## src/rtl/sram_port_arbiter_if.sv

```systemverilog
// Request/response bundle between the core requesters, the arbiter and the bus bridge.
// The arbiter connects through the slave modport; the core/bridge side uses master.
interface sram_port_arbiter_if;
   logic        inst_req;
   logic [31:0] inst_addr;
   logic        inst_addr_ok;
   logic        inst_data_ok;
   logic [31:0] inst_rdata;

   logic        data_req;
   logic        data_wr;
   logic [3:0]  data_wstrb;
   logic [31:0] data_addr;
   logic [31:0] data_wdata;
   logic        data_addr_ok;
   logic        data_data_ok;
   logic [31:0] data_rdata;

   logic        mem_req;
   logic        mem_wr;
   logic [3:0]  mem_wstrb;
   logic [31:0] mem_addr;
   logic [31:0] mem_wdata;
   logic        mem_addr_ok;
   logic        mem_data_ok;
   logic [31:0] mem_rdata;

   modport slave (
      input  inst_req, inst_addr,
      input  data_req, data_wr, data_wstrb, data_addr, data_wdata,
      input  mem_addr_ok, mem_data_ok, mem_rdata,
      output inst_addr_ok, inst_data_ok, inst_rdata,
      output data_addr_ok, data_data_ok, data_rdata,
      output mem_req, mem_wr, mem_wstrb, mem_addr, mem_wdata
   );

   modport master (
      output inst_req, inst_addr,
      output data_req, data_wr, data_wstrb, data_addr, data_wdata,
      output mem_addr_ok, mem_data_ok, mem_rdata,
      input  inst_addr_ok, inst_data_ok, inst_rdata,
      input  data_addr_ok, data_data_ok, data_rdata,
      input  mem_req, mem_wr, mem_wstrb, mem_addr, mem_wdata
   );
endinterface

```

## src/rtl/sram_port_arbiter.sv

```systemverilog
// Shares one sram-like bus port between instruction fetch and data access, one transaction at a time.
// Define ARB_TIMEOUT_EN to add a WAIT watchdog that returns 32'hDEAD_BEEF and sets a sticky err.
//
// state | meaning
// IDLE  | nothing outstanding; arbitrate and latch the winner
// REQ   | mem_req high, waiting for mem_addr_ok
// WAIT  | address accepted, waiting for mem_data_ok
module sram_port_arbiter #(
   parameter int unsigned STARVE_MAX = 4,
   parameter int unsigned TIMEOUT    = 255
) (
   input  logic               clk,
   input  logic               resetn,
   sram_port_arbiter_if.slave bus,
   output logic               busy,
   output logic               err
);
   typedef enum logic [1:0] {IDLE = 2'd0, REQ = 2'd1, WAIT = 2'd2} state_t;

   localparam logic [3:0] STARVE_LIM = 4'(STARVE_MAX);

   state_t      state_q, state_d;
   logic        owner_q, owner_d;   // 1 = data requester owns the transaction
   logic [3:0]  starve_q, starve_d;
   logic        mem_wr_q, mem_wr_d;
   logic [3:0]  mem_wstrb_q, mem_wstrb_d;
   logic [31:0] mem_addr_q, mem_addr_d;
   logic [31:0] mem_wdata_q, mem_wdata_d;
   logic        inst_addr_ok_q, inst_addr_ok_d;
   logic        data_addr_ok_q, data_addr_ok_d;
   logic        inst_data_ok_q, inst_data_ok_d;
   logic        data_data_ok_q, data_data_ok_d;
   logic [31:0] inst_rdata_q, inst_rdata_d;
   logic [31:0] data_rdata_q, data_rdata_d;
   logic        grant_data, grant_inst, rsp_valid;
   logic [31:0] rsp_data;

`ifdef ARB_TIMEOUT_EN
   localparam int unsigned TW = (TIMEOUT > 256) ? $clog2(TIMEOUT) : 8;
   localparam logic [TW-1:0] TMO_LOAD = TW'(TIMEOUT - 1);

   logic [TW-1:0] tmo_q, tmo_d;
   logic          err_q, err_d;
`endif

   always_comb begin
      state_d        = state_q;
      owner_d        = owner_q;
      starve_d       = starve_q;
      mem_wr_d       = mem_wr_q;
      mem_wstrb_d    = mem_wstrb_q;
      mem_addr_d     = mem_addr_q;
      mem_wdata_d    = mem_wdata_q;
      inst_addr_ok_d = 1'b0;
      data_addr_ok_d = 1'b0;
      inst_data_ok_d = 1'b0;
      data_data_ok_d = 1'b0;
      inst_rdata_d   = inst_rdata_q;
      data_rdata_d   = data_rdata_q;
      grant_data     = 1'b0;
      grant_inst     = 1'b0;
      rsp_valid      = 1'b0;
      rsp_data       = bus.mem_rdata;
`ifdef ARB_TIMEOUT_EN
      tmo_d          = tmo_q;
      err_d          = err_q;
`endif
      unique case (state_q)
         IDLE: begin
            grant_data = bus.data_req && (!bus.inst_req || (starve_q < STARVE_LIM));
            grant_inst = bus.inst_req && !grant_data;
            if (grant_data) begin
               owner_d        = 1'b1;
               mem_wr_d       = bus.data_wr;
               mem_wstrb_d    = bus.data_wstrb;
               mem_addr_d     = bus.data_addr;
               mem_wdata_d    = bus.data_wdata;
               data_addr_ok_d = 1'b1;
               state_d        = REQ;
               if (bus.inst_req && (starve_q != 4'hF)) starve_d = starve_q + 4'd1;
            end else if (grant_inst) begin
               owner_d        = 1'b0;
               mem_wr_d       = 1'b0;
               mem_wstrb_d    = 4'h0;
               mem_addr_d     = bus.inst_addr;
               mem_wdata_d    = 32'h0;
               inst_addr_ok_d = 1'b1;
               starve_d       = 4'h0;
               state_d        = REQ;
            end
         end
         REQ: begin
            if (bus.mem_addr_ok) begin
               if (bus.mem_data_ok) begin
                  rsp_valid = 1'b1;
               end else begin
                  state_d = WAIT;
`ifdef ARB_TIMEOUT_EN
                  tmo_d   = TMO_LOAD;
`endif
               end
            end
         end
         WAIT: begin
            if (bus.mem_data_ok) begin
               rsp_valid = 1'b1;
            end
`ifdef ARB_TIMEOUT_EN
            else if (tmo_q == '0) begin
               rsp_valid = 1'b1;
               rsp_data  = 32'hDEAD_BEEF;
               err_d     = 1'b1;
            end else begin
               tmo_d = tmo_q - 1'b1;
            end
`endif
         end
         default: state_d = IDLE;
      endcase

      if (rsp_valid) begin
         state_d = IDLE;
         if (owner_q) begin
            data_data_ok_d = 1'b1;
            data_rdata_d   = rsp_data;
         end else begin
            inst_data_ok_d = 1'b1;
            inst_rdata_d   = rsp_data;
         end
      end
   end

   always_ff @(posedge clk or negedge resetn) begin
      if (!resetn) begin
         state_q        <= IDLE;
         owner_q        <= 1'b0;
         starve_q       <= 4'h0;
         mem_wr_q       <= 1'b0;
         mem_wstrb_q    <= 4'h0;
         mem_addr_q     <= 32'h0;
         mem_wdata_q    <= 32'h0;
         inst_addr_ok_q <= 1'b0;
         data_addr_ok_q <= 1'b0;
         inst_data_ok_q <= 1'b0;
         data_data_ok_q <= 1'b0;
         inst_rdata_q   <= 32'h0;
         data_rdata_q   <= 32'h0;
      end else begin
         state_q        <= state_d;
         owner_q        <= owner_d;
         starve_q       <= starve_d;
         mem_wr_q       <= mem_wr_d;
         mem_wstrb_q    <= mem_wstrb_d;
         mem_addr_q     <= mem_addr_d;
         mem_wdata_q    <= mem_wdata_d;
         inst_addr_ok_q <= inst_addr_ok_d;
         data_addr_ok_q <= data_addr_ok_d;
         inst_data_ok_q <= inst_data_ok_d;
         data_data_ok_q <= data_data_ok_d;
         inst_rdata_q   <= inst_rdata_d;
         data_rdata_q   <= data_rdata_d;
      end
   end

`ifdef ARB_TIMEOUT_EN
   always_ff @(posedge clk or negedge resetn) begin
      if (!resetn) begin
         tmo_q <= '0;
         err_q <= 1'b0;
      end else begin
         tmo_q <= tmo_d;
         err_q <= err_d;
      end
   end

   assign err = err_q;
`else
   assign err = 1'b0;
`endif

   assign bus.inst_addr_ok = inst_addr_ok_q;
   assign bus.inst_data_ok = inst_data_ok_q;
   assign bus.inst_rdata   = inst_rdata_q;
   assign bus.data_addr_ok = data_addr_ok_q;
   assign bus.data_data_ok = data_data_ok_q;
   assign bus.data_rdata   = data_rdata_q;
   assign bus.mem_req      = (state_q == REQ);
   assign bus.mem_wr       = mem_wr_q;
   assign bus.mem_wstrb    = mem_wstrb_q;
   assign bus.mem_addr     = mem_addr_q;
   assign bus.mem_wdata    = mem_wdata_q;
   assign busy             = (state_q != IDLE);
endmodule

```

## src/flat_wrapper.sv

```systemverilog
// flat-port wrapper written by rule: the top's interface ports become plain ports
module sram_port_arbiter_flat 
#(
   parameter int unsigned STARVE_MAX = 4,
   parameter int unsigned TIMEOUT    = 255
)
  (clk, resetn, busy, err, bus_inst_req, bus_inst_addr, bus_data_req, bus_data_wr, bus_data_wstrb, bus_data_addr, bus_data_wdata, bus_mem_addr_ok, bus_mem_data_ok, bus_mem_rdata, bus_inst_addr_ok, bus_inst_data_ok, bus_inst_rdata, bus_data_addr_ok, bus_data_data_ok, bus_data_rdata, bus_mem_req, bus_mem_wr, bus_mem_wstrb, bus_mem_addr, bus_mem_wdata);
  sram_port_arbiter_if bus_i ();
  input  logic clk;
  input  logic resetn;
  output logic busy;
  output logic err;
  input wire logic [$bits(bus_i.inst_req)-1:0] bus_inst_req;
  input wire logic [$bits(bus_i.inst_addr)-1:0] bus_inst_addr;
  input wire logic [$bits(bus_i.data_req)-1:0] bus_data_req;
  input wire logic [$bits(bus_i.data_wr)-1:0] bus_data_wr;
  input wire logic [$bits(bus_i.data_wstrb)-1:0] bus_data_wstrb;
  input wire logic [$bits(bus_i.data_addr)-1:0] bus_data_addr;
  input wire logic [$bits(bus_i.data_wdata)-1:0] bus_data_wdata;
  input wire logic [$bits(bus_i.mem_addr_ok)-1:0] bus_mem_addr_ok;
  input wire logic [$bits(bus_i.mem_data_ok)-1:0] bus_mem_data_ok;
  input wire logic [$bits(bus_i.mem_rdata)-1:0] bus_mem_rdata;
  output wire logic [$bits(bus_i.inst_addr_ok)-1:0] bus_inst_addr_ok;
  output wire logic [$bits(bus_i.inst_data_ok)-1:0] bus_inst_data_ok;
  output wire logic [$bits(bus_i.inst_rdata)-1:0] bus_inst_rdata;
  output wire logic [$bits(bus_i.data_addr_ok)-1:0] bus_data_addr_ok;
  output wire logic [$bits(bus_i.data_data_ok)-1:0] bus_data_data_ok;
  output wire logic [$bits(bus_i.data_rdata)-1:0] bus_data_rdata;
  output wire logic [$bits(bus_i.mem_req)-1:0] bus_mem_req;
  output wire logic [$bits(bus_i.mem_wr)-1:0] bus_mem_wr;
  output wire logic [$bits(bus_i.mem_wstrb)-1:0] bus_mem_wstrb;
  output wire logic [$bits(bus_i.mem_addr)-1:0] bus_mem_addr;
  output wire logic [$bits(bus_i.mem_wdata)-1:0] bus_mem_wdata;
  assign bus_i.inst_req = bus_inst_req;
  assign bus_i.inst_addr = bus_inst_addr;
  assign bus_i.data_req = bus_data_req;
  assign bus_i.data_wr = bus_data_wr;
  assign bus_i.data_wstrb = bus_data_wstrb;
  assign bus_i.data_addr = bus_data_addr;
  assign bus_i.data_wdata = bus_data_wdata;
  assign bus_i.mem_addr_ok = bus_mem_addr_ok;
  assign bus_i.mem_data_ok = bus_mem_data_ok;
  assign bus_i.mem_rdata = bus_mem_rdata;
  assign bus_inst_addr_ok = bus_i.inst_addr_ok;
  assign bus_inst_data_ok = bus_i.inst_data_ok;
  assign bus_inst_rdata = bus_i.inst_rdata;
  assign bus_data_addr_ok = bus_i.data_addr_ok;
  assign bus_data_data_ok = bus_i.data_data_ok;
  assign bus_data_rdata = bus_i.data_rdata;
  assign bus_mem_req = bus_i.mem_req;
  assign bus_mem_wr = bus_i.mem_wr;
  assign bus_mem_wstrb = bus_i.mem_wstrb;
  assign bus_mem_addr = bus_i.mem_addr;
  assign bus_mem_wdata = bus_i.mem_wdata;
  sram_port_arbiter #(.STARVE_MAX(STARVE_MAX), .TIMEOUT(TIMEOUT)) u_core (.clk(clk), .resetn(resetn), .bus(bus_i), .busy(busy), .err(err));
endmodule
```

## config.mk

```make
export PLATFORM = sky130hd
export DESIGN_NAME = sram_port_arbiter_flat
export DESIGN_NICKNAME = d
export VERILOG_FILES = /design/src/rtl/sram_port_arbiter_if.sv /design/src/rtl/sram_port_arbiter.sv /design/src/flat_wrapper.sv
export SDC_FILE = /design/constraint.sdc
export NUM_CORES = 1
export LEC_CHECK = 0
export CAP_MARGIN = 20
export CORE_AREA = 2 2 135 137
export CTS_CLUSTER_DIAMETER = 200
export CTS_CLUSTER_SIZE = 30
export DETAILED_ROUTE_END_ITERATION = 8
export DIE_AREA = 0 0 137 139
export PLACE_DENSITY = 0.72
export SLEW_MARGIN = 40
export SYNTH_ARGS = -nofsm -noshare
export SYNTH_HDL_FRONTEND = slang
export SYNTH_SLANG_ARGS = --single-unit
```

## constraint.sdc

```tcl
create_clock -name clk -period 3.6 [get_ports clk]
set_clock_uncertainty 0.15 [all_clocks]
set_input_delay 0.36 -clock clk [delete_from_list [all_inputs] [get_ports clk]]
set_output_delay 0.36 -clock clk [all_outputs]
set_load 0.02 [all_outputs]
```

# ---- After elaboration in Yosys (flattened, before gate mapping)
# Cells that the tools add are included.
dict set report op_classes {
  addsub 1
  order_cmp 1
  n_eq_ne 8
  mux 29
  bitwise 1
  n_reduce_logical 14
}
# op count
set ops {}
lappend ops {{$mux W32} 4}
lappend ops {{$mux W4} 4}
lappend ops {{$mux W1} 14}
lappend ops {{$mux W2} 5}
lappend ops {{$ne A3 B2 Y1 const B} 2}
lappend ops {{$pmux W2 S3} 1}
lappend ops {{$reduce_and A2 Y1} 3}
lappend ops {{$add A4 B1 Y4 const B} 1}
lappend ops {{$lt A4 B3 Y1 const B} 1}
lappend ops {{$ne A4 B1 Y1 const B} 1}
lappend ops {{$ne A4 B4 Y1 const B} 1}
lappend ops {{$reduce_and A4 Y1} 1}
lappend ops {{$reduce_bool A2 Y1} 2}
lappend ops {{$logic_and A1 B1 Y1} 3}
lappend ops {{$reduce_and A3 Y1} 1}
lappend ops {{$eq A2 B1 Y1 const B} 1}
lappend ops {{$eq A2 B2 Y1 const B} 1}
lappend ops {{$logic_not A1 Y1} 2}
lappend ops {{$logic_not A2 Y1} 1}
lappend ops {{$ne A2 B1 Y1 const B} 1}
lappend ops {{$ne A2 B2 Y1 const B} 1}
lappend ops {{$pmux W1 S2} 1}
lappend ops {{$logic_or A1 B1 Y1} 1}
lappend ops {{$not A1 Y1} 1}
dict set report word_totals {
  register_bits 144
  inputBits 139
  output_inout_bits 140
  wordCells 67
}

# ---- Logic depth before layout (Yosys ltp)
# Gate-level depths: netlist of run 1.
dict set report logic_depth {
  depth_word 9
  depth_mapped 7
  depth_no_buf 5
}

# ---- Worst setup path before layout of run 1
# No wires, ideal clock.
dict set report synth_path {
  path_type {reg-to-reg}
  startpoint {register u_core.state_q[1]}
  endpoint {register u_core.data_rdata_q[10] (netlist: u_core.bus.data_rdata[10])}
  setup_time_ns 0.125
  t_arrival_ns 1.744
  required_ns 3.325
  slack_ns 1.581
  path_stages_with_launch 8
  n_path_buf 2
  synth_period_minus_slack_ns 2.019
  path_cell_list {dfrtp_1 inv_1 ha_1 a21o_1 and3_4 buf_6 buf_12 mux2_4}
}
dict set report synth_via {
  elab_chain_len 3
  elab_cells_between_ends 4
  cone_classes {2 x eq/ne; 1 x mux; 1 x reduce/logical}
}
# item line
set synth_lines {}
lappend synth_lines {{from (decl)} sram_port_arbiter.sv:22} ;# state_t state_q, state_d;
lappend synth_lines {{from (signal assigned)} sram_port_arbiter.sv:149} ;# state_q <= state_d;
lappend synth_lines {{$eq A2 B1 Y1} n/a}
lappend synth_lines {{net bus_mem_req} flat_wrapper.sv:29} ;# output wire logic [$bits(bus_i.mem_req)-1:0] bus_mem_req;
lappend synth_lines {{$pmux W1 S2} sram_port_arbiter.sv:68} ;# unique case (state_q)
lappend synth_lines {{$reduce_and A2 Y1 (no source line)} n/a}
lappend synth_lines {{to (signal assigned)} sram_port_arbiter.sv:161} ;# data_rdata_q <= data_rdata_d;
lappend synth_lines {{to (decl)} sram_port_arbiter.sv:34} ;# logic [31:0] data_rdata_q, data_rdata_d;
# The timed path passes the listed nets, and every way through them passes these cells.
# A chain may end at the register's enable or synchronous reset.

# ---- Worst setup path after layout of run 1
dict set report layout_path {
  startpoint {register u_core.state_q[0]}
  endpoint {output busy}
}
dict set report layout_via {
  elab_chain_len 1
}
# item line
set layout_lines {}
lappend layout_lines {{$reduce_bool A2 Y1} sram_port_arbiter.sv:192} ;# assign busy = (state_q != IDLE);
lappend layout_lines {{to (decl)} flat_wrapper.sv:11} ;# output logic busy;
# No other way between the ends.

==> results of run 1 <==
==> tightest hold or removal path: stages, from the launching register on <==
cell     delay (ps)
dfrtp_1         340
nand2_1          40
o21ai_0          60
==> flip-flops by register name, summed over array words and instances, names as in the netlist, 2 cells and up <==
register and cells:
u_core.bus.inst_rdata 32, u_core.bus.mem_addr 32, u_core.state_q 2, u_core.bus.data_rdata 32
u_core.bus.mem_wdata 32, u_core.bus.mem_wstrb 4, u_core.starve_q 4
==> cell families (layout without fill, tap and decap cells) <==
| kind of cell | Yosys count | in the layout | synth area share, % |
|---|---|---|---|
| compound gates | 83 | 83 | 10.0 |
| mux | 65 | 65 | 13.8 |
| simple gates | 145 | 145 | 11.1 |
| buf+inv | 43 | 325 | 4.43 |
| other cells | 1 | 1 | 0.0617 |
| fa+ha+maj | 6 | 6 | 1.24 |
| flops | 144 | 144 | 59.3 |
==> stage by stage <==
step           util [%]  area (µm²)  setup WS (ps)  power (W)
2_1_floorplan         -        6080           1580    0.00508
3_3_place_gp       51.0        9000           1220    0.00706
3_5_place_dp       51.0        9000           1200    0.00713
4_1_cts            54.5        9620            986    0.00902
5_1_grt            54.5        9620            898    0.00946
6_report           54.5        9620           1040    0.00891
==> final cells by class <==
class	instances	area, µm²
clock inverters	13	175
fillers	1586	8040
inverters	3	11.3
flip-flops and latches	144	3600
multi-input cells	300	2210
repair buffers	291	2890
well taps	229	287
clock buffers	18	439
==> Yosys cell counts (all sizes together) (6+ instances only) <==
cell type  instances
dfrtp            144
ha                 6
o211ai            33
a22o              23
nand2             97
clkbuf            18
nand4             33
o21ai             19
buf               22
mux2              65
==> how the worst max path moves through the flow <==
stage / depth (start not counted) / slack, ps / endpoint / from
finish: 4 / 1040 / busy / u_core.state_q[0]
global route: 4 / 900 / busy / u_core.state_q[0]
CTS: 4 / 990 / busy / u_core.state_q[1]
detailed placement: 6 / 1200 / u_core.bus.mem_addr[16] / bus_inst_req
global placement: 6 / 1220 / u_core.bus.mem_addr[8] / bus_inst_req
floorplan: 7 / 1580 / u_core.bus.data_rdata[10] / u_core.state_q[1]
==> layout by cell type (no fill, tap or decap), drive strengths merged, types with 2 or more instances in the layout <==
| cell type | netlist | final |
|---|---|---|
| a21o | 3 | 3 |
| a21oi | 2 | 2 |
| a22o | 23 | 23 |
| and2 | 3 | 3 |
| and3 | 2 | 2 |
| buf | 22 | 14 |
| bufinv | 0 | 3 |
| clkbuf | 18 | 18 |
| clkdlybuf4s50 | 0 | 276 |
| clkinv | 0 | 3 |
| dfrtp | 144 | 144 |
| ha | 6 | 6 |
| inv | 3 | 9 |
| mux2 | 65 | 65 |
| nand2 | 97 | 97 |
| nand2b | 2 | 2 |
| nand3 | 3 | 3 |
| nand4 | 33 | 33 |
| nor3 | 2 | 2 |
| o211ai | 33 | 33 |
| o21ai | 19 | 19 |
==> power by group <==
group	switching [W]	internal (W)	total (W)
registers	0.000407	0.00237	0.00278
clock network	0.000719	0.00112	0.00184
logic	0.00213	0.00216	0.00429
==> layer usage <==
layer	track usage, %	vias up	share of wire [%]
met4	6.02	0	1.9
met2	28.4	197	47
met5	0	-	0
li1	-	2274	-
met1	23.0	2337	42
met3	6.54	21	8.5
==> impl_metrics.py, run 1 <==
metrics = {
    "placement": {
        "dp_hpwl_um": 11700,
        "io_buffers": 277,
        "place_inst": 966,
        "gp_congestion": 0.817,
    },
    "sta": {
        "finalHoldViolCount": 0,
        "fmax_ghz": 0.390,
        "drv_slew": 0,
        "rsz0062_at_grt": "false",
        "hold_ws_ps": 325,
        "setup_viol": 0,
        "post-route-period-util_pct": 71.1,
        "slew_headroom_pct": 55.0,
        "fin_crit_ps": 2560,
        "worst_pin_slew_ps": 676,
        "tns_ps": 0,
    },
    "synthesis": {
        "synth_edf_count": 0,
        "syn_area_um2": 6080,
        "synth_top_area_share_pct": 59.3,
        "synth_cells": 487,
        "syn_area_per_cell_um2": 12.5,
        "synth_top_cell_by_area": "dfrtp_1",
        "synth_cell_types": 34,
        "synth-seq-cells": 144,
        "async_reset_ff_share_pct": 100,
        "synth.area.top_cells": "dfrtp_1 (59%), mux2_4 (7.2%), nand2_1 (6.0%)",
        "yosys_warnings": 0,
        "yosysSeqAreaShare_pct": 59.3,
        "ys.flop_type": "dfrtp_1",
        "syn-num-nets": 632,
    },
    "clock_network": {
        "cts_setup_buffers": 0,
        "cts.sinks": 144,
        "insertion_delay_ps": 410,
        "cts_root_buf": "clkbuf_16",
        "h-tree-depth": 4,
        "cts_buffer_depth": 2,
        "ctsHoldBuffers": 1,
        "cts_buffers": 17,
        "cts_resized": 0,
        "cts_tree": "done",
        "clk_pin_slew_worst_paths_ps": 70,
    },
    "setup_path": {
        "cpMostUsedCell": "inv_1",
        "timing.rr.end": "u_core.bus.data_rdata[31]",
        "r2r-start": "u_core.state_q[0]",
        "startpoint_type": "register",
        "cp.arrival_ps": 2050,
        "reg2reg_depth": 5,
        "critPathKind": "reg -> out",
        "required_ps": 3090,
        "ff2ff_setup_slack_ps": 1340,
        "max_stage_delay_ps": 570,
        "cpLargestDelayFamily": "buffers and inverters",
        "cp_cell_sequence": "inv_1 > ha_1 > inv_1 > clkdlybuf4s50_1",
        "crit_path_end_kind": "primary output",
        "slowest_stage": "clkdlybuf4s50_1",
        "critPathMaxFanout": 10,
        "crit_buf_inv": 3,
    },
    "layout": {
        "nets": 902,
        "final_cell_count_no_fill": 998,
        "antenna_cells": 0,
        "syn2layout_area_growth_pct": 58.3,
        "drive_above_1_share_pct": 14.3,
    },
    "die": {
        "die_h_um": 139,
        "die_w_um": 137,
        "initial_core_util_pct": 34.4,
        "rows": 49,
        "core_um2": 17700,
        "ios": 279,
        "dieArea_um2": 19000,
    },
    "global_routing": {
        "track_usage_pct": 18.0,
        "gr-total-overflow": 0,
        "grt_first_pass_wirelength_um": 26900,
        "grt_pass1_vias": 4982,
        "grt_max_degree": 72,
        "antenna_found_initial": 0,
    },
    "route": {
        "initialDrtViolationCount": 200,
        "dr.pass1.iters": 4,
        "via_per_inst": 4.84,
        "num_vias": 4829,
        "routed_wl_um": 16700,
        "final_antenna_net_count": 0,
        "drc": 0,
        "wl_per_cell_um": 16.8,
    },
    "job": {
        "cap_violations": 0,
    },
    "worst_hold_path": {
        "min_path_type": "reg -> reg",
        "hold_path_depth": 2,
        "worstHoldStart": "u_core.bus.mem_wdata[31]",
        "holdPathEnd": "u_core.bus.mem_wdata[31]",
    },
    "pwr": {
        "powerDensity_nw_per_um2": 926,
        "vdd_drop_max_mv": 0.437,
        "power_leakage_nw": 4.08,
    },
    "run_status": {
        "outcome": "completed",
    },
}
(Power assumes the default switching activity.)
==> run 2: changes to the inputs <==
PLACE_DENSITY = 0.75   (was 0.72)
clock period = 2.2 ns   (was 3.6 ns; I/O delays follow)
==> run 2 against run 1 <==
  * Register-to-register slack worse by 1200 ps
  * Sequential power up 65%
  * Wire length up 2.9%
  * Combinational power up 66%
  * Global-route usage up 0.35 points
  * Power up 64%
  * Critical path type is now reg -> reg
  * Largest power group unchanged
==> impl_metrics.py, run 2 (same netlist as run 1, synthesis figures left out) <==
metrics = {
    "sta": {
        "worst_pin_slew_ps": 523,
        "setup_ws_ps": 138,
        "fin_crit_ps": 2060,
        "rsz0062_at_grt": "false",
        "tns_ps": 0,
        "hold_ws_ps": 177,
        "finalHoldViolCount": 0,
        "drv_slew": 0,
        "post-route-period-util_pct": 93.7,
        "fmax_ghz": 0.485,
        "setup_viol": 0,
        "slew_headroom_pct": 65.1,
    },
    "clock_network": {
        "cts.sinks": 144,
        "cts_buffer_depth": 2,
        "insertion_delay_ps": 410,
        "cts_tree": "done",
        "cts_buffers": 17,
        "clk_pin_slew_worst_paths_ps": 60,
        "h-tree-depth": 4,
        "cts_setup_buffers": 0,
        "cts_root_buf": "clkbuf_16",
    },
    "layout": {
        "n_fill_cell": 1530,
        "final_cell_mix": "clkdlybuf4s50_1 (274), dfrtp_1 (144), nand2_1 (97), nand4_1 (33), o211ai_1 (33)",
        "final_common_cell": "clkdlybuf4s50_1",
        "drive_above_1_share_pct": 14.7,
        "syn2layout_area_growth_pct": 60.0,
        "fin_util_pct": 55.1,
        "antenna_cells": 0,
        "seq_area_um2": 3600,
        "multiInputGateArea_um2": 2210,
        "stdcell_area_um2": 9730,
        "nets": 905,
    },
    "setup_path": {
        "startpoint_type": "register",
        "cp.arrival_ps": 2210,
        "r2r-start": "u_core.state_q[1]",
        "reg2reg_depth": 6,
        "critPathKind": "reg -> reg",
        "ff2ff_setup_slack_ps": 140,
        "critPathMaxFanout": 20,
        "timing.rr.end": "u_core.bus.data_rdata[23]",
        "setup.worst_path.start": "u_core.state_q[1]",
        "crit_path_end_kind": "register",
        "required_ps": 2350,
    },
    "route": {
        "via_per_inst": 4.84,
        "wl_per_cell_um": 17.2,
        "final_antenna_net_count": 0,
        "initialDrtViolationCount": 247,
        "drc": 0,
        "dr.pass1.iters": 4,
        "num_vias": 4845,
        "routed_wl_um": 17200,
    },
    "global_routing": {
        "gr-total-overflow": 0,
        "antenna_found_initial": 0,
        "grt_max_degree": 55,
        "grt_pass1_vias": 5118,
        "grt_first_pass_wirelength_um": 27500,
        "track_usage_pct": 18.4,
    },
    "run_status": {
        "outcome": "completed",
    },
    "pwr": {
        "vdd_drop_max_mv": 0.652,
        "p_sw_share_pct": 37.0,
        "seqPwrFrac_pct": 31.2,
        "powerDensity_nw_per_um2": 1510,
        "p_clk_share_pct": 20.1,
        "power_leakage_nw": 4.11,
        "p_int_w": 0.00924,
        "pwr-share-comb_pct": 48.7,
        "switchingPower_w": 0.00542,
    },
    "die": {
        "dieArea_um2": 19000,
        "rows": 49,
        "initial_core_util_pct": 34.4,
        "die_w_um": 137,
        "die_h_um": 139,
        "core_um2": 17700,
        "ios": 279,
    },
    "placement": {
        "post-place-ws_ps": 128,
        "dp_hpwl_um": 12100,
        "gp_congestion": 0.808,
        "io_buffers": 277,
        "dpl_cell_area_um2": 9120,
    },
    "job": {
        "cap_violations": 0,
    },
    "worst_hold_path": {
        "min_path_type": "in -> async",
    },
}
==> run 2: cell count changes in the layout (fill, tap and decap cells not counted), sizes merged <==
cell	previous run	this run
buf	14	17
clkdlybuf4s50	276	274
bufinv	3	2
clkinvlp	1	5
clkinv	3	0
dlygate4sd2	0	2
clkbuf	18	19
==> run 2: timing repair <==
action	in CTS	in global routing
hold buffers	1	0
resized for setup	3	0
endpoints found under the setup margin	2	0
hold endpoints to repair	52	0
==> run 2: per-stage QoR <==
step	instances	power [W]
6_report	1002	0.0147
5_1_grt	1002	0.0155
4_1_cts	1002	0.0148
3_5_place_dp	969	0.0118
3_3_place_gp	969	0.0117
2_1_floorplan	487	0.00832
==> run 2: critical path, stage by stage (launching register included) <==
cell and delay [ps]:
dfrtp_1 390, inv_1 140, ha_1 270, a21o_1 180
and3_4 280, buf_12 220, mux2_4 320
==> run 2: worst max-delay path by stage <==
stage | depth (start not counted) | slack, ps | endpoint
after floorplan | 7 | 180 | u_core.bus.data_rdata[10]
after global placement | 6 | 210 | u_core.bus.data_rdata[17]
after detailed placement | 6 | 130 | u_core.bus.data_rdata[3]
after CTS | 4 | 100 | busy
after global routing | 6 | 20 | u_core.bus.data_rdata[19]
final | 6 | 140 | u_core.bus.data_rdata[23]
==> run 2: final cells by class <==
cell class | count | share of cell area [%]
Clock buffer | 19 | 4.55
Clock inverter | 13 | 1.57
Inverter | 3 | 0.116
Multi-Input combinational cell | 300 | 22.8
Sequential cell | 144 | 37.1
Tap cell | 229 | 2.95
Timing Repair Buffer | 294 | 31.0
==> run 2: power groups by stage <==
stage                     combinational, W  clock (W)  sequential [W]
final                              0.00714    0.00294         0.00458
after global routing               0.00763    0.00313         0.00473
after CTS                          0.00723    0.00300         0.00459
after detailed placement           0.00723          0         0.00461
after global placement             0.00713          0         0.00456
after floorplan                    0.00233          0         0.00599
==> run 2: layer usage <==
metal | wire [µm] | track usage [%] | share of wire, % | up-vias
li1 | - | - | - | 2279
met1 | 7190 | 22.8 | 42 | 2349
met2 | 8260 | 29.4 | 48 | 195
met3 | 1410 | 6.58 | 8.2 | 22
met4 | 352 | 6.78 | 2.0 | 0
met5 | 0 | 0 | 0 | -
==> run 3: changes to the inputs <==
GPL_ROUTABILITY_DRIVEN = 0   (was default)
PLACE_DENSITY = 0.72   (was 0.75)
clock period = 1.7 ns   (was 2.2 ns; I/O delays follow)
==> run 3 against run 2 <==
  * The run now ends with setup timing left
  * Maximum frequency is 11% higher
  * Sequential power is 29% higher
  * Clock power is 36% higher
  * Die area stayed put
  * First-iteration DRC count is 23% lower
  * Worst setup slack worse by 300 ps
  * Count of clock-buffer cells in the layout is 2 lower
  * Global-route usage is 0.53 points higher
==> impl_metrics.py, run 3 (same netlist as run 1, synthesis figures left out) <==
metrics = {
    "die": {
        "die_w_um": 137,
        "initial_core_util_pct": 34.4,
        "core_um2": 17700,
        "die_h_um": 139,
        "dieArea_um2": 19000,
        "rows": 49,
        "ios": 279,
    },
    "setup_path": {
        "required_ps": 1850,
        "critPathMaxFanout": 11,
        "max_stage_delay_ps": 360,
        "cpLargestDelayFamily": "simple AND/OR/NAND/NOR gates",
        "critPathKind": "reg -> reg",
        "cp_cell_sequence": "inv_2 > ha_4 > and2_4 > and3_4 > buf_12 > mux2_4",
        "crit_buf_inv": 2,
        "startpoint_type": "register",
        "crit_path_end_kind": "register",
        "cp.arrival_ps": 2010,
        "ff2ff_setup_slack_ps": -170,
        "r2r-start": "u_core.state_q[1]",
        "reg2reg_depth": 6,
        "setup.worst_path.start": "u_core.state_q[1]",
        "timing.rr.end": "u_core.bus.data_rdata[25]",
        "slowest_stage": "dfrtp_1",
    },
    "pwr": {
        "power_leakage_nw": 5.01,
        "report.power.total_w": 0.0196,
        "vdd_drop_max_mv": 0.869,
        "powerDensity_nw_per_um2": 1890,
    },
    "route": {
        "dr.pass1.iters": 5,
        "initialDrtViolationCount": 189,
        "num_vias": 5082,
        "final_antenna_net_count": 0,
        "via_per_inst": 4.89,
        "drc": 0,
        "wl_per_cell_um": 18.2,
        "routed_wl_um": 18900,
    },
    "layout": {
        "multiInputGateArea_um2": 2510,
        "final_cell_mix": "dfrtp_1 (144), clkdlybuf4s50_1 (137), dlygate4sd2_1 (125), nand2_1 (81), mux2_4 (64)",
        "seq_area_um2": 3600,
        "final_common_cell": "dfrtp_1",
        "antenna_cells": 0,
        "n_fill_cell": 1470,
        "nets": 944,
        "drive_above_1_share_pct": 22.8,
        "syn2layout_area_growth_pct": 71.2,
    },
    "global_routing": {
        "grt_max_degree": 47,
        "antenna_found_initial": 0,
        "track_usage_pct": 18.9,
        "grt_first_pass_wirelength_um": 28000,
        "gr-total-overflow": 0,
        "grt_pass1_vias": 5147,
    },
    "sta": {
        "fmax_ghz": 0.536,
        "post-route-period-util_pct": 110,
        "finalHoldViolCount": 0,
        "fin_crit_ps": 1870,
        "setup_viol": 66,
        "rsz0062_at_grt": "true",
        "hold_ws_ps": 71.9,
        "setup_ws_ps": -166,
        "tns_ps": -8110,
        "drv_slew": 0,
    },
    "clock_network": {
        "clk_pin_slew_worst_paths_ps": 60,
        "insertion_delay_ps": 410,
        "cts.sinks": 144,
        "cts_buffers": 17,
        "h-tree-depth": 4,
        "cts_root_buf": "clkbuf_16",
        "cts_buffer_depth": 2,
        "cts_tree": "done",
    },
    "job": {
        "cap_violations": 0,
    },
    "run_status": {
        "outcome": "complete, but fails checks",
        "violations": "setup timing",
    },
    "placement": {
        "io_buffers": 277,
        "dp_hpwl_um": 12400,
    },
    "worst_hold_path": {
        "min_path_type": "in -> async",
    },
}
[run 3: worst max path at each step]
stage               depth (start not counted)  slack (ps)                        end
floorplan                                   6        -200  u_core.bus.inst_rdata[12]
global placement                            5        -160   u_core.bus.inst_rdata[2]
detailed placement                          5        -190  u_core.bus.inst_rdata[30]
CTS                                         6        -170  u_core.bus.data_rdata[25]
global route                                6        -230  u_core.bus.data_rdata[25]
finish                                      6        -170  u_core.bus.data_rdata[25]
[run 3: area by class of cell]
cell class / count / share of cell area, %
Multi-Input combinational cell: 300 / 24.1
Clock buffer: 17 / 4.09
Sequential cell: 144 / 34.6
Clock inverter: 14 / 1.98
Tap cell: 229 / 2.75
Timing Repair Buffer: 333 / 32.3
Inverter: 3 / 0.108
[run 3: timing repair]
action	CTS	global route
hold buffers	1	0
pin swaps	2	31
endpoints found under the setup margin	193	149
hold endpoints to repair	144	0
buffers inserted	7	4
gates cloned	2	5
gates resized for setup	150	79
[run 3: metrics by stage]
stage / setup WS (ps) / std cells / util [%] / instance area, µm²
floorplan: -202 / 487 / - / 6160
global placement: -164 / 990 / 53.1 / 9380
detailed placement: -195 / 990 / 53.1 / 9380
CTS: -167 / 1031 / 56.8 / 10000
global route: -229 / 1040 / 58.9 / 10400
finish: -166 / 1040 / 58.9 / 10400
[run 3: routing by layer]
layer  up-vias  share of wire (%)  GRT usage [%]
met5         -                  0              0
met2       202                 49           30.3
met1      2490                 42           24.0
li1       2360                  -              -
met4         0                2.3           7.38
met3        30                7.3           5.56
[run 3: power by group]
group	internal (W)	switching, W	leakage [nW]
Clock	0.00248	0.00152	0.298
Sequential	0.00502	0.000876	1.80
Combinational	0.00471	0.00502	2.92
Total	0.0122	0.00742	5.01
